### config.mk
export PLATFORM = sky130hd
export DESIGN_NAME = repeat_nfa_match_report
export DESIGN_NICKNAME = d
export VERILOG_FILES = /design/src/rtl/repeat_nfa_match_report.sv
export SDC_FILE = /design/constraint.sdc
export NUM_CORES = 1
export LEC_CHECK = 0
export ABC_AREA = 0
export BUFFER_PORTS_ARGS = -buffer_cell sky130_fd_sc_hd__buf_2
export CAP_MARGIN = 20
export CORE_AREA = 2 2 124 114
export CTS_CLUSTER_SIZE = 12
export DETAILED_ROUTE_END_ITERATION = 6
export DIE_AREA = 0 0 126 116
export PLACE_DENSITY_LB_ADDON = 0.2
export SLEW_MARGIN = 20
export SYNTH_ARGS = -nofsm -noshare
export SYNTH_HDL_FRONTEND = slang
export SYNTH_SLANG_ARGS = --single-unit
### constraint.sdc
create_clock -name clk -period 3.37 [get_ports clk]
set_input_delay 0.5055 -clock clk [delete_from_list [all_inputs] [get_ports clk]]
set_output_delay 0.5055 -clock clk [all_outputs]
set_load 0.02 [all_outputs]
### src/rtl/repeat_nfa_match_report.sv
// Per-packet match reporter: folds registered branch match bits into a hit mask,
// saturating hit count and earliest-hit position, then offers one record per packet.
module repeat_nfa_match_report #(
    parameter int unsigned NUM_BRANCH = 4,
    parameter int unsigned BR_W       = 2,
    parameter int unsigned OFFSET_W   = 16,
    parameter int unsigned CNT_W      = 8
) (
    input  logic                  clk,
    input  logic                  reset_n,
    input  logic                  en,
    input  logic                  sop,
    input  logic                  eop,
    input  logic [NUM_BRANCH-1:0] branch_match,
    output logic                  res_valid,
    input  logic                  res_ready,
    output logic [NUM_BRANCH-1:0] res_hit_mask,
    output logic [BR_W-1:0]       res_first_branch,
    output logic [OFFSET_W-1:0]   res_first_offset,
    output logic [CNT_W-1:0]      res_hit_count,
    output logic [CNT_W-1:0]      drop_cnt,
    output logic                  proto_err
);

    localparam int unsigned PC_W  = 5;
    localparam int unsigned SUM_W = CNT_W + PC_W;

    typedef enum logic {ST_IDLE, ST_ACCUM} state_t;

    state_t                r_state, w_state_nxt;
    logic                  r_d_en, r_d_sop, r_d_eop;
    logic [NUM_BRANCH-1:0] r_mask, w_mask_nxt, w_base_mask;
    logic [CNT_W-1:0]      r_cnt, w_cnt_nxt, w_base_cnt;
    logic                  r_found, w_found_nxt, w_base_found;
    logic [BR_W-1:0]       r_first_br, w_first_br_nxt, w_base_br;
    logic [OFFSET_W-1:0]   r_first_off, w_first_off_nxt, w_base_off;
    logic [OFFSET_W-1:0]   r_off, w_off_nxt, w_cur_off;
    logic [PC_W-1:0]       w_pc;
    logic [SUM_W-1:0]      w_sum;
    logic                  w_start, w_open, w_take, w_close, w_load, w_perr, w_valid_nxt;
    logic [CNT_W-1:0]      w_drop_nxt;

    function automatic logic [PC_W-1:0] f_popcount(input logic [NUM_BRANCH-1:0] v);
        f_popcount = '0;
        for (int i = 0; i < int'(NUM_BRANCH); i++) f_popcount = f_popcount + PC_W'(v[i]);
    endfunction

    function automatic logic [BR_W-1:0] f_lowest(input logic [NUM_BRANCH-1:0] v);
        f_lowest = '0;
        for (int i = int'(NUM_BRANCH) - 1; i >= 0; i--) if (v[i]) f_lowest = BR_W'(i);
    endfunction

    // Next-state, accumulator and result-slot decisions for the delayed byte
    always_comb begin
        w_state_nxt     = r_state;
        w_mask_nxt      = r_mask;
        w_cnt_nxt       = r_cnt;
        w_found_nxt     = r_found;
        w_first_br_nxt  = r_first_br;
        w_first_off_nxt = r_first_off;
        w_off_nxt       = r_off;
        w_close         = 1'b0;

        w_pc    = f_popcount(branch_match);
        w_start = r_d_en & r_d_sop;
        w_open  = (r_state == ST_ACCUM);
        w_take  = r_d_en & (r_d_sop | w_open);

        w_cur_off    = w_start ? '0 : ((&r_off) ? r_off : r_off + OFFSET_W'(1));
        // A new sop (legal or not) restarts accumulation from a clean slate
        w_base_mask  = w_start ? '0 : r_mask;
        w_base_cnt   = w_start ? '0 : r_cnt;
        w_base_found = w_start ? 1'b0 : r_found;
        w_base_br    = w_start ? '0 : r_first_br;
        w_base_off   = w_start ? '0 : r_first_off;
        w_sum        = SUM_W'(w_base_cnt) + SUM_W'(w_pc);

        if (w_take) begin
            w_mask_nxt      = w_base_mask | branch_match;
            w_cnt_nxt       = (w_sum[SUM_W-1:CNT_W] != '0) ? '1 : w_sum[CNT_W-1:0];
            w_found_nxt     = w_base_found;
            w_first_br_nxt  = w_base_br;
            w_first_off_nxt = w_base_off;
            w_off_nxt       = w_cur_off;
            if (!w_base_found && (|branch_match)) begin
                w_found_nxt     = 1'b1;
                w_first_br_nxt  = f_lowest(branch_match);
                w_first_off_nxt = w_cur_off;
            end
            w_state_nxt = r_d_eop ? ST_IDLE : ST_ACCUM;
            w_close     = r_d_eop;
        end

        w_perr = (w_start & w_open) | (r_d_en & r_d_eop & ~r_d_sop & ~w_open);

        w_load     = w_close & (~res_valid | res_ready);
        w_drop_nxt = drop_cnt;
        if (w_close && !w_load && !(&drop_cnt)) w_drop_nxt = drop_cnt + CNT_W'(1);

        if (w_load)                      w_valid_nxt = 1'b1;
        else if (res_valid && res_ready) w_valid_nxt = 1'b0;
        else                             w_valid_nxt = res_valid;
    end

    always_ff @(posedge clk or negedge reset_n) begin
        if (!reset_n) begin
            r_state          <= ST_IDLE;
            r_d_en           <= 1'b0;
            r_d_sop          <= 1'b0;
            r_d_eop          <= 1'b0;
            r_mask           <= '0;
            r_cnt            <= '0;
            r_found          <= 1'b0;
            r_first_br       <= '0;
            r_first_off      <= '0;
            r_off            <= '0;
            res_valid        <= 1'b0;
            res_hit_mask     <= '0;
            res_first_branch <= '0;
            res_first_offset <= '0;
            res_hit_count    <= '0;
            drop_cnt         <= '0;
            proto_err        <= 1'b0;
        end else begin
            r_state     <= w_state_nxt;
            r_d_en      <= en;
            r_d_sop     <= sop;
            r_d_eop     <= eop;
            r_mask      <= w_mask_nxt;
            r_cnt       <= w_cnt_nxt;
            r_found     <= w_found_nxt;
            r_first_br  <= w_first_br_nxt;
            r_first_off <= w_first_off_nxt;
            r_off       <= w_off_nxt;
            res_valid   <= w_valid_nxt;
            drop_cnt    <= w_drop_nxt;
            proto_err   <= w_perr;
            if (w_load) begin
                res_hit_mask     <= w_mask_nxt;
                res_first_branch <= w_first_br_nxt;
                res_first_offset <= w_first_off_nxt;
                res_hit_count    <= w_cnt_nxt;
            end
        end
    end

endmodule

==> impl_metrics.toml, run 1 <==
[outcome]
status = "finished, final reports clean"

[routing]
ant_nets = 0
drcViolationCount = 0
wire_per_inst_um = 17.2
drt-total-wl_mm = 11.6
vias = 3670
dr.pass1.iters = 6
drtIter0Drc = 235
avgViaCountPerCell = 5.45

[synth]
syn_area_per_cell_um2 = 10.2
synth-edff-count = 0
yosys_warnings = 0
syn_inst = 458
synth_xor_area_share_pct = 2.06
seq_area_frac_synth_pct = 48.8
synth_nets = 475
synth_top_family_by_area = "compound AO/OA/AOI/OAI gates"
synthAdderAreaFrac_pct = 2.36
synth_compound_area_share_pct = 18.3
synth.distinct_cells = 72
synth_simple_gate_area_share_pct = 18.0
synth_area_um2 = 4670
synth-main-ff-cell = "dfrtp_1"
synth_mux_area_share_pct = 5.01
ys_ff_latch = 91
async_reset_ff_share_pct = 100

[placed_design]
port_buffers = 49
place_inst = 657
placed_area_um2 = 5010
hpwl_mm = 7.87
gp_congestion = 0.821
post-place-ws_ps = 190

[clock_tree]
clkLatencyLatePin_ps = 360
cts_buffers = 9
clk_pin_slew_worst_paths_ps = 60
cts_tree = "yes"
cts_sinks = 91
h-tree-depth = 3
clock-root-buffer = "clkbuf_16"
ctsHoldBuffers = 0
postCtsSetupRepairBufs = 0
cts_resized = 0
cts_buffer_depth = 2

[die]
initial_core_util_pct = 35.3
dieWidth_um = 126
die_area_um2 = 14600
io-pin-count = 50
core_area_um2 = 13200
fp.dieH_um = 116
row_count = 40

[grt]
grt_max_degree = 62
antenna_found_initial = 0
grt_pass1_vias = 3628
grt_pass1_wl_mm = 19.2
grtUsageTotal_pct = 16.7
overflow = 0

[critical_path]
max_stage_delay_ps = 530
cp.arrival_ps = 3040
path_buf_inv = 2
cp.required_ps = 3570
critPathKind = "input pin to flip-flop"
slowest_stage = "fa_1"
cp_max_fo = 4
crit_path_cell_trace = "buf_2 -> fa_1 -> inv_1 -> fa_1 -> fa_1 -> nor2b_1 -> and3_1 -> and3_1 -> mux2i_1 -> o31ai_1"
crit_path_start_kind = "input pin"
endpoint_kind = "flip-flop"
critPathTopFamily = "adder cells"
crit_top_cell = "fa_1"

[timing]
layout_setup_ws_ps = 531
skew_ps = 13.0
setup_viol = 0
hold_viol_final = 0
setup_tns_ps = 0
rsz0062_at_grt = "no"
max_freq_mhz = 352
fin_crit_sh_pct = 84.2
period_needed_ps = 2840
maxSlewViolCount = 0
tightest_slew_ps = 804
whs_ps = 241
relSlewSlack_pct = 46.4

[cells_and_area]
syn2layout_area_growth_pct = 13.8
layout_common_cells = "dfrtp_1 (91), nand2_1 (55), buf_2 (48)"
fin_nets = 517
post-route-util_pct = 40.2
stdcell_count = 673
antenna_cells = 0
final_common_cell = "dfrtp_1"
fin_area_um2 = 5310
drive_gt1_share_pct = 20.0

[power]
p_leak_nw = 2.40
power.density_nw_per_um2 = 567
peakVddDrop_v = 0.000237
power_mw = 3.01

[worst_hold_path]
hold_path_class = "input pin to asynchronous set/reset pin"

[run]
maxCapViolations = 0
## flip-flops by register name (all words and copies together) (netlist names)
name	cells
proto_err	1
res_valid	1
r_found	1
r_mask	4
r_off	16
r_d_sop	1
res_hit_count	8
r_first_br	2
r_first_off	16
res_hit_mask	4
r_d_eop	1
drop_cnt	8
r_cnt	8
r_state	1
res_first_offset	16
res_first_branch	2
r_d_en	1
## cell families (layout without fill, tap and decap cells)
family | Yosys count | count (layout)
flip-flops | 91 | 91
AND/OR/NAND/NOR | 161 | 161
adder cells (fa/ha/maj) | 7 | 7
XOR/XNOR | 11 | 11
buffers and inverters | 45 | 92
AO/OA/AOI/OAI | 122 | 122
multiplexers | 21 | 21
## area by class of cell
type	instances	area, um2
sequential	91	2280
timing repair buffer	60	330
fill	1341	7900
tap	168	210
inverter	16	60.1
clock inverter	5	62.6
multi-input combinational	322	2140
clock buffer	11	233
## worst paths after layout
| path | start | end | slack (ps) | depth (start not counted) |
|---|---|---|---|---|
| max | branch_match[0] | res_hit_count[6]$_DFFE_PN0P_ | 530 | 10 |
| min | reset_n | r_d_sop$_DFF_PN0_ | 240 | 1 |
| max reg2reg | r_off[0]$_DFFE_PN0P_ | res_first_offset[10]$_DFFE_PN0P_ | 770 | 6 |
| min reg2reg | res_hit_mask[3]$_DFFE_PN0P_ | res_hit_mask[3]$_DFFE_PN0P_ | 470 | 2 |
| max in group asynchronous | reset_n | res_hit_count[6]$_DFFE_PN0P_ | 2390 | 2 |
| min in group clk | sop | r_d_sop$_DFF_PN0_ | 260 | 1 |
## where the power goes
| group | switching (mW) | internal (mW) | total (mW) |
|---|---|---|---|
| sequential | 0.101 | 1.25 | 1.35 |
| clock | 0.449 | 0.581 | 1.03 |
| combinational | 0.401 | 0.232 | 0.633 |
## cell usage after synthesis, drive strengths merged (2+ instances only)
library cell | n | area [um2]
mux2i | 8 | 80.1
nor3 | 6 | 35.0
and3 | 12 | 75.1
o22ai | 5 | 31.3
a21oi | 26 | 130
and2 | 4 | 25.0
o21ai | 25 | 125
a21o | 4 | 30.0
nor4 | 2 | 27.5
a31oi | 10 | 62.6
dfrtp | 91 | 2280
fa | 3 | 60.1
a22o | 3 | 27.5
nand2 | 57 | 219
a311oi | 4 | 52.6
a221oi | 3 | 32.5
o31ai | 9 | 67.6
and4 | 8 | 75.1
a32o | 5 | 50.1
o2111ai | 5 | 43.8
clkbuf | 16 | 90.1
xnor2 | 10 | 87.6
o21a | 3 | 22.5
mux2 | 13 | 154
a211oi | 2 | 27.5
o22a | 2 | 17.5
nor2b | 3 | 18.8
nand4 | 7 | 58.8
o41ai | 2 | 17.5
ha | 4 | 50.1
nor2 | 38 | 143
nand3 | 14 | 87.6
o31a | 2 | 17.5
buf | 13 | 103
o211ai | 6 | 45.0
inv | 15 | 56.3
or3 | 2 | 12.5
## routing by layer
| layer | routed length (um) | track usage (%) | vias to the layer above |
|---|---|---|---|
| met5 | 0 | 0 | - |
| met4 | 205 | 6.59 | 0 |
| met3 | 587 | 4.16 | 17 |
| met2 | 5190 | 25.3 | 111 |
| met1 | 5610 | 23.0 | 1800 |
| li1 | - | - | 1742 |
## worst register-to-register path, cell delays in order, from the launching register on
cell and delay (ps):
dfrtp_1 450, ha_1 290, and4_1 530, nand2_2 280, nor4_1 590, nor3_1 130
o31ai_1 220
No activity file was read; power rests on OpenSTA's default activity.
==> run 2: changes to the inputs <==
ABC_AREA = 1   (was 0)
CORE_AREA = 2 2 122 112   (was 2 2 124 114)
DIE_AREA = 0 0 124 114   (was 0 0 126 116)
clock period = 2.6 ns   (was 3.37 ns; I/O delays follow)
==> run 2 against run 1 <==
Compared with the run above: global-route usage decreased by 0.78 points; critical path depth unchanged; first-iteration DRC count is 12% lower; area after synthesis decreased by 2.6%; worst setup slack lost 360 ps; count of clock-buffer cells in the layout shrank 1; largest cell class unchanged; total power is 34% higher; sequential share of layout area is 0.48 points higher; design area down 1.1%; register-to-register slack got worse by 430 ps.
==> impl_metrics.toml, run 2 <==
[outcome]
status = "finished, final reports clean"

[timing]
relSlewSlack_pct = 66.3
setup_viol = 0
fin_crit_sh_pct = 93.5
layout_setup_ws_ps = 169
maxSlewViolCount = 0
tightest_slew_ps = 505
skew_ps = 8.50
hold_viol_final = 0
rsz0062_at_grt = "no"
period_needed_ps = 2430
max_freq_mhz = 411

[synth]
ys_top_cells_by_area = "dfrtp_1 (50%), nand2_1 (16%), nand3_1 (4.4%)"
ys_ff_latch = 91
async_reset_ff_share_pct = 100
syn_inst = 539
syn_area_per_cell_um2 = 8.43
synth_top_family_by_area = "simple AND/OR/NAND/NOR gates"
synth_simple_gate_area_share_pct = 32.1
synthAdderAreaFrac_pct = 2.42
yosysTopAreaCell = "dfrtp_1"
synth_nets = 556
seq_area_frac_synth_pct = 50.1
synth.distinct_cells = 30
synth_compound_area_share_pct = 6.22
synthTopCellsByCount = "nand2_1 (190), dfrtp_1 (91), inv_1 (44)"
yosys_warnings = 0
synth-edff-count = 0
synth_top_cell_area_share_pct = 50.1
synth_area_um2 = 4540
synth_mux_area_share_pct = 0
synth.most_common_cell = "nand2_1"
synth_xor_area_share_pct = 2.31
synth-main-ff-cell = "dfrtp_1"

[critical_path]
critPathTopFamily = "adder cells"
crit_top_cell = "fa_1"
crit_path_cell_trace = "buf_2 -> fa_1 -> inv_1 -> fa_1 -> fa_1 -> nor3_4 -> a31oi_4 -> nand2_1 -> nand3_1 -> nand2_1"
max_stage_delay_ps = 530
rrSetupSlack_ps = 340
crit_path_start_kind = "input pin"
reg2reg_depth = 9
r2r_end = "res_hit_count[1]$_DFFE_PN0P_"
path_buf_inv = 2
slowest_stage = "fa_1"
r2r_start = "r_d_en$_DFF_PN0_"
critPathKind = "input pin to flip-flop"
endpoint_kind = "flip-flop"
cp.required_ps = 2880
critPathLaunch = "branch_match[0]"
cp_max_fo = 16
cp.arrival_ps = 2710

[die]
row_count = 40
die_area_um2 = 14100
dieWidth_um = 124
io-pin-count = 50
core_area_um2 = 13000
fp.dieH_um = 114
initial_core_util_pct = 34.9

[clock_tree]
cts_sinks = 91
clkLatencyLatePin_ps = 350
cts_tree = "yes"
ctsHoldBuffers = 0
h-tree-depth = 3
clock-root-buffer = "clkbuf_16"
clk_pin_slew_worst_paths_ps = 60
cts_buffers = 9
postCtsSetupRepairBufs = 0
cts_buffer_depth = 2
cts_resized = 0

[routing]
vias = 3597
ant_nets = 0
drtIter0Drc = 207
avgViaCountPerCell = 4.70
wl_met2_mm = 4.60
dr.pass1.iters = 5
wl_met1_mm = 4.83
drcViolationCount = 0
drt-total-wl_mm = 10.1
top_layer_used = "met4"
wire_per_inst_um = 13.1
wl_met3_um = 537

[placed_design]
hpwl_mm = 7.10
gp_congestion = 0.794
port_buffers = 49
post-place-ws_ps = -197
place_inst = 749

[power]
p_leak_nw = 2.73
peakVddDrop_v = 0.000557
power.density_nw_per_um2 = 766
power_mw = 4.02

[cells_and_area]
fin_nets = 609
antenna_cells = 0
reg_top3 = "r_first_off x16, r_off x16, res_first_offset x16"
final_common_cell = "nand2_1"
stdcell_count = 765
syn2layout_area_growth_pct = 15.6
layout_common_cells = "nand2_1 (190), dfrtp_1 (91), buf_2 (48)"
drive_gt1_share_pct = 20.6

[grt]
grt_pass1_wl_mm = 17.4
grtUsageTotal_pct = 15.9
grt_pass1_vias = 3568
antenna_found_initial = 0
grt_max_degree = 36
overflow = 0

[worst_hold_path]
hold_path_class = "input pin to asynchronous set/reset pin"

[run]
maxCapViolations = 0
run 2: changes by cell type after synthesis, sizes merged, moves of 7 or more:
cell,change
clkbuf,-11
nand2,+149
mux2i,-8
mux2,-13
nand3,+43
a21oi,-22
inv,+36
and4,-8
and3,-12
a21boi,+7
o31ai,-8
run 2: area by class of cell:
| class | count | area, um2 |
|---|---|---|
| clock buffers | 10 | 239 |
| clock inverters | 6 | 41.3 |
| fillers | 1323 | 7760 |
| inverters | 51 | 191 |
| multi-input cells | 380 | 1960 |
| flip-flops and latches | 91 | 2280 |
| well taps | 168 | 210 |
| repair buffers | 59 | 335 |
run 2: worst max path at each step:
stage                                   endpoint  slack [ps]  cells after the start
global placement    res_hit_count[6]$_DFFE_PN0P_        -170                     11
detailed placement  res_hit_count[1]$_DFFE_PN0P_        -200                     10
CTS                 res_hit_count[1]$_DFFE_PN0P_         160                     10
floorplan           res_hit_count[3]$_DFFE_PN0P_          30                     10
global route        res_hit_count[1]$_DFFE_PN0P_          10                     10
finish              res_hit_count[1]$_DFFE_PN0P_         170                     10
run 2: worst reg2reg max path, cell delays in order (launching register included):
cell	delay (ps)
dfrtp_1	420
nand2_2	120
nand2_1	70
fa_1	410
fa_1	440
nor3_4	230
a31oi_4	230
nand2_1	130
nand3_1	90
nand2_1	80
run 2: per-layer routing:
metal | up-vias | GRT usage [%]
met2 | 85 | 24.1
met4 | 0 | 3.82
met1 | 1696 | 22.5
li1 | 1811 | -
met3 | 5 | 4.70
met5 | - | 0
run 2: per-stage QoR:
step / util [%] / cell area (um2) / setup TNS [ps] / hold WS [ps]
5_1_grt: 40.4 / 5250 / 0 / 29.7
3_3_place_gp: 38.2 / 4970 / -1930 / 383
2_1_floorplan: - / 4550 / 0 / 94.4
6_report: 40.4 / 5250 / 0 / 0.319
4_1_cts: 40.4 / 5250 / 0 / 13.4
3_5_place_dp: 38.2 / 4970 / -2240 / 389
run 2: where the power goes:
group	switching, mW	internal (mW)
Sequential	0.147	1.64
Clock	0.555	0.672
Combinational	0.659	0.351
run 2: cells by family after synthesis:
logic type / after synthesis
buf+inv: 68
simple gates: 313
compound gates: 48
flops: 91
fa+ha+maj: 7
xor+xnor: 12
==> run 3: changes to the inputs <==
clock period = 2.1 ns   (was 2.6 ns; I/O delays follow)
==> run 3 against run 2 <==
Compared with the run above: the flow now finishes with violations (negative setup slack); utilization grew 1.1 points; total power is 26% higher; flip-flop and latch count unchanged; sequential power increased by 25%; design area is 2.7% higher; non-clock buffer count up 13; combinational power increased by 34%; critical path type unchanged; critical endpoint is now res_hit_count[4]$_DFFE_PN0P_.
==> impl_metrics.toml, run 3 (same netlist as run 2, synthesis figures left out) <==
[timing]
fin_crit_sh_pct = 105
tightest_slew_ps = 510
period_needed_ps = 2200
setup_viol = 16
max_freq_mhz = 454
hold_viol_final = 0
maxSlewViolCount = 0
skew_ps = 7.23
relSlewSlack_pct = 66.0
rsz0062_at_grt = "yes"
whs_ps = 74.1
layout_setup_ws_ps = -104

[critical_path]
cp.required_ps = 2340
max_stage_delay_ps = 530
rrSetupSlack_ps = -60
crit_path_start_kind = "input pin"
slowest_stage = "fa_1"
r2r_end = "res_hit_count[4]$_DFFE_PN0P_"
critPathKind = "input pin to flip-flop"
r2r_start = "r_d_sop$_DFF_PN0_"
cp.arrival_ps = 2440
reg2reg_depth = 11
critPathTopFamily = "adder cells"
crit_path_cell_trace = "buf_8 -> fa_1 -> inv_1 -> fa_2 -> fa_2 -> nor3_4 -> buf_6 -> nor2_1 -> a21oi_2 -> nand2_1 -> nand3_1 -> nand2_1"
cp_max_fo = 3
endpoint_kind = "flip-flop"
path_buf_inv = 3

[die]
die_area_um2 = 14100
dieWidth_um = 124
core_area_um2 = 13000
io-pin-count = 50
row_count = 40
initial_core_util_pct = 34.9
fp.dieH_um = 114

[grt]
grt_max_degree = 39
overflow = 0
grtUsageTotal_pct = 16.4
grt_pass1_wl_mm = 18.3
antenna_found_initial = 0
grt_pass1_vias = 3816

[clock_tree]
cts_buffers = 9
cts_buffer_depth = 2
h-tree-depth = 3
clk_pin_slew_worst_paths_ps = 60
cts_tree = "yes"
cts_sinks = 91
clkLatencyLatePin_ps = 340
clock-root-buffer = "clkbuf_16"

[cells_and_area]
final_common_cell = "nand2_1"
post-route-util_pct = 41.4
reg_top3 = "r_first_off x16, r_off x16, res_first_offset x16"
fin_nets = 623
layout_common_cells = "nand2_1 (189), dfrtp_1 (91), buf_2 (47)"
multi_input_area_um2 = 2010
drive_gt1_share_pct = 22.8
stdcell_count = 778
regArea_um2 = 2280
syn2layout_area_growth_pct = 18.6
antenna_cells = 0
fillCellCount = 1347

[placed_design]
port_buffers = 49
place_inst = 759
gp_congestion = 0.847
hpwl_mm = 7.25

[routing]
drtIter0Drc = 224
dr.pass1.iters = 4
ant_nets = 0
drcViolationCount = 0
drt-total-wl_mm = 10.3
avgViaCountPerCell = 4.73
vias = 3678
wire_per_inst_um = 13.3

[power]
peakVddDrop_v = 0.000562
power.density_nw_per_um2 = 937
p_leak_nw = 2.79
power_mw = 5.05

[worst_hold_path]
hold_end = "r_d_sop$_DFF_PN0_"
worstHoldStart = "sop"
holdPathStages = 1
hold_path_class = "input pin to flip-flop"

[outcome]
violations = "negative setup slack"
status = "finished, violations left"

[run]
maxCapViolations = 0
[run 3: final cells by class]
| type | instances | area share, % |
|---|---|---|
| clock buffers | 13 | 4.64 |
| inverters | 51 | 3.57 |
| clock inverters | 2 | 0.232 |
| repair buffers | 72 | 8.17 |
| flip-flops and latches | 91 | 42.2 |
| well taps | 168 | 3.90 |
| multi-input cells | 381 | 37.2 |
[run 3: worst max path at each step]
| stage | start | end | slack [ps] | depth (start not counted) |
|---|---|---|---|---|
| after global placement | branch_match[0] | res_hit_count[6]$_DFFE_PN0P_ | -470 | 11 |
| after floorplan | branch_match[0] | res_hit_count[6]$_DFFE_PN0P_ | -240 | 10 |
| after CTS | branch_match[0] | res_hit_count[4]$_DFFE_PN0P_ | -120 | 12 |
| final | branch_match[0] | res_hit_count[4]$_DFFE_PN0P_ | -100 | 12 |
| after global routing | branch_match[0] | res_hit_count[4]$_DFFE_PN0P_ | -230 | 12 |
| after detailed placement | branch_match[0] | res_hit_count[6]$_DFFE_PN0P_ | -490 | 11 |
[run 3: worst register-to-register path, stage by stage (launching register included)]
cell     delay [ps]
dfrtp_1         400
nand2_2         140
nand2_4          60
fa_2            380
fa_2            400
nor3_4          180
buf_6           150
nor2_1           50
a21oi_2         120
nand2_1          70
nand3_1          80
nand2_1          50
[run 3: timing repair]
| action | 4_1_cts | 5_1_grt |
|---|---|---|
| buffers inserted | 3 | 0 |
| gates cloned | 1 | 0 |
| hold endpoints to repair | 34 | 0 |
| hold buffers | 1 | 0 |
| endpoints found under the setup margin | 16 | 35 |
| pin swaps | 7 | 8 |
| resized for setup | 3 | 9 |
[run 3: per-stage QoR]
stage	worst slack, ps	TNS (ps)	instance area [um2]
5_1_grt	-229	-2530	5390
3_3_place_gp	-474	-6710	5050
3_5_place_dp	-488	-7010	5050
6_report	-104	-1070	5390
4_1_cts	-116	-1070	5370
2_1_floorplan	-239	-3070	4570
[run 3: routing by layer]
layer	global-route usage [%]	routed length [um]
met1	22.2	4850
met2	26.6	4940
met3	4.20	421
met4	3.82	104
met5	0	0
[run 3: power breakdown]
| part | switching [mW] | internal [mW] |
|---|---|---|
| sequential | 0.191 | 2.03 |
| clock | 0.653 | 0.827 |
| combinational | 0.861 | 0.490 |
| total | 1.70 | 3.35 |
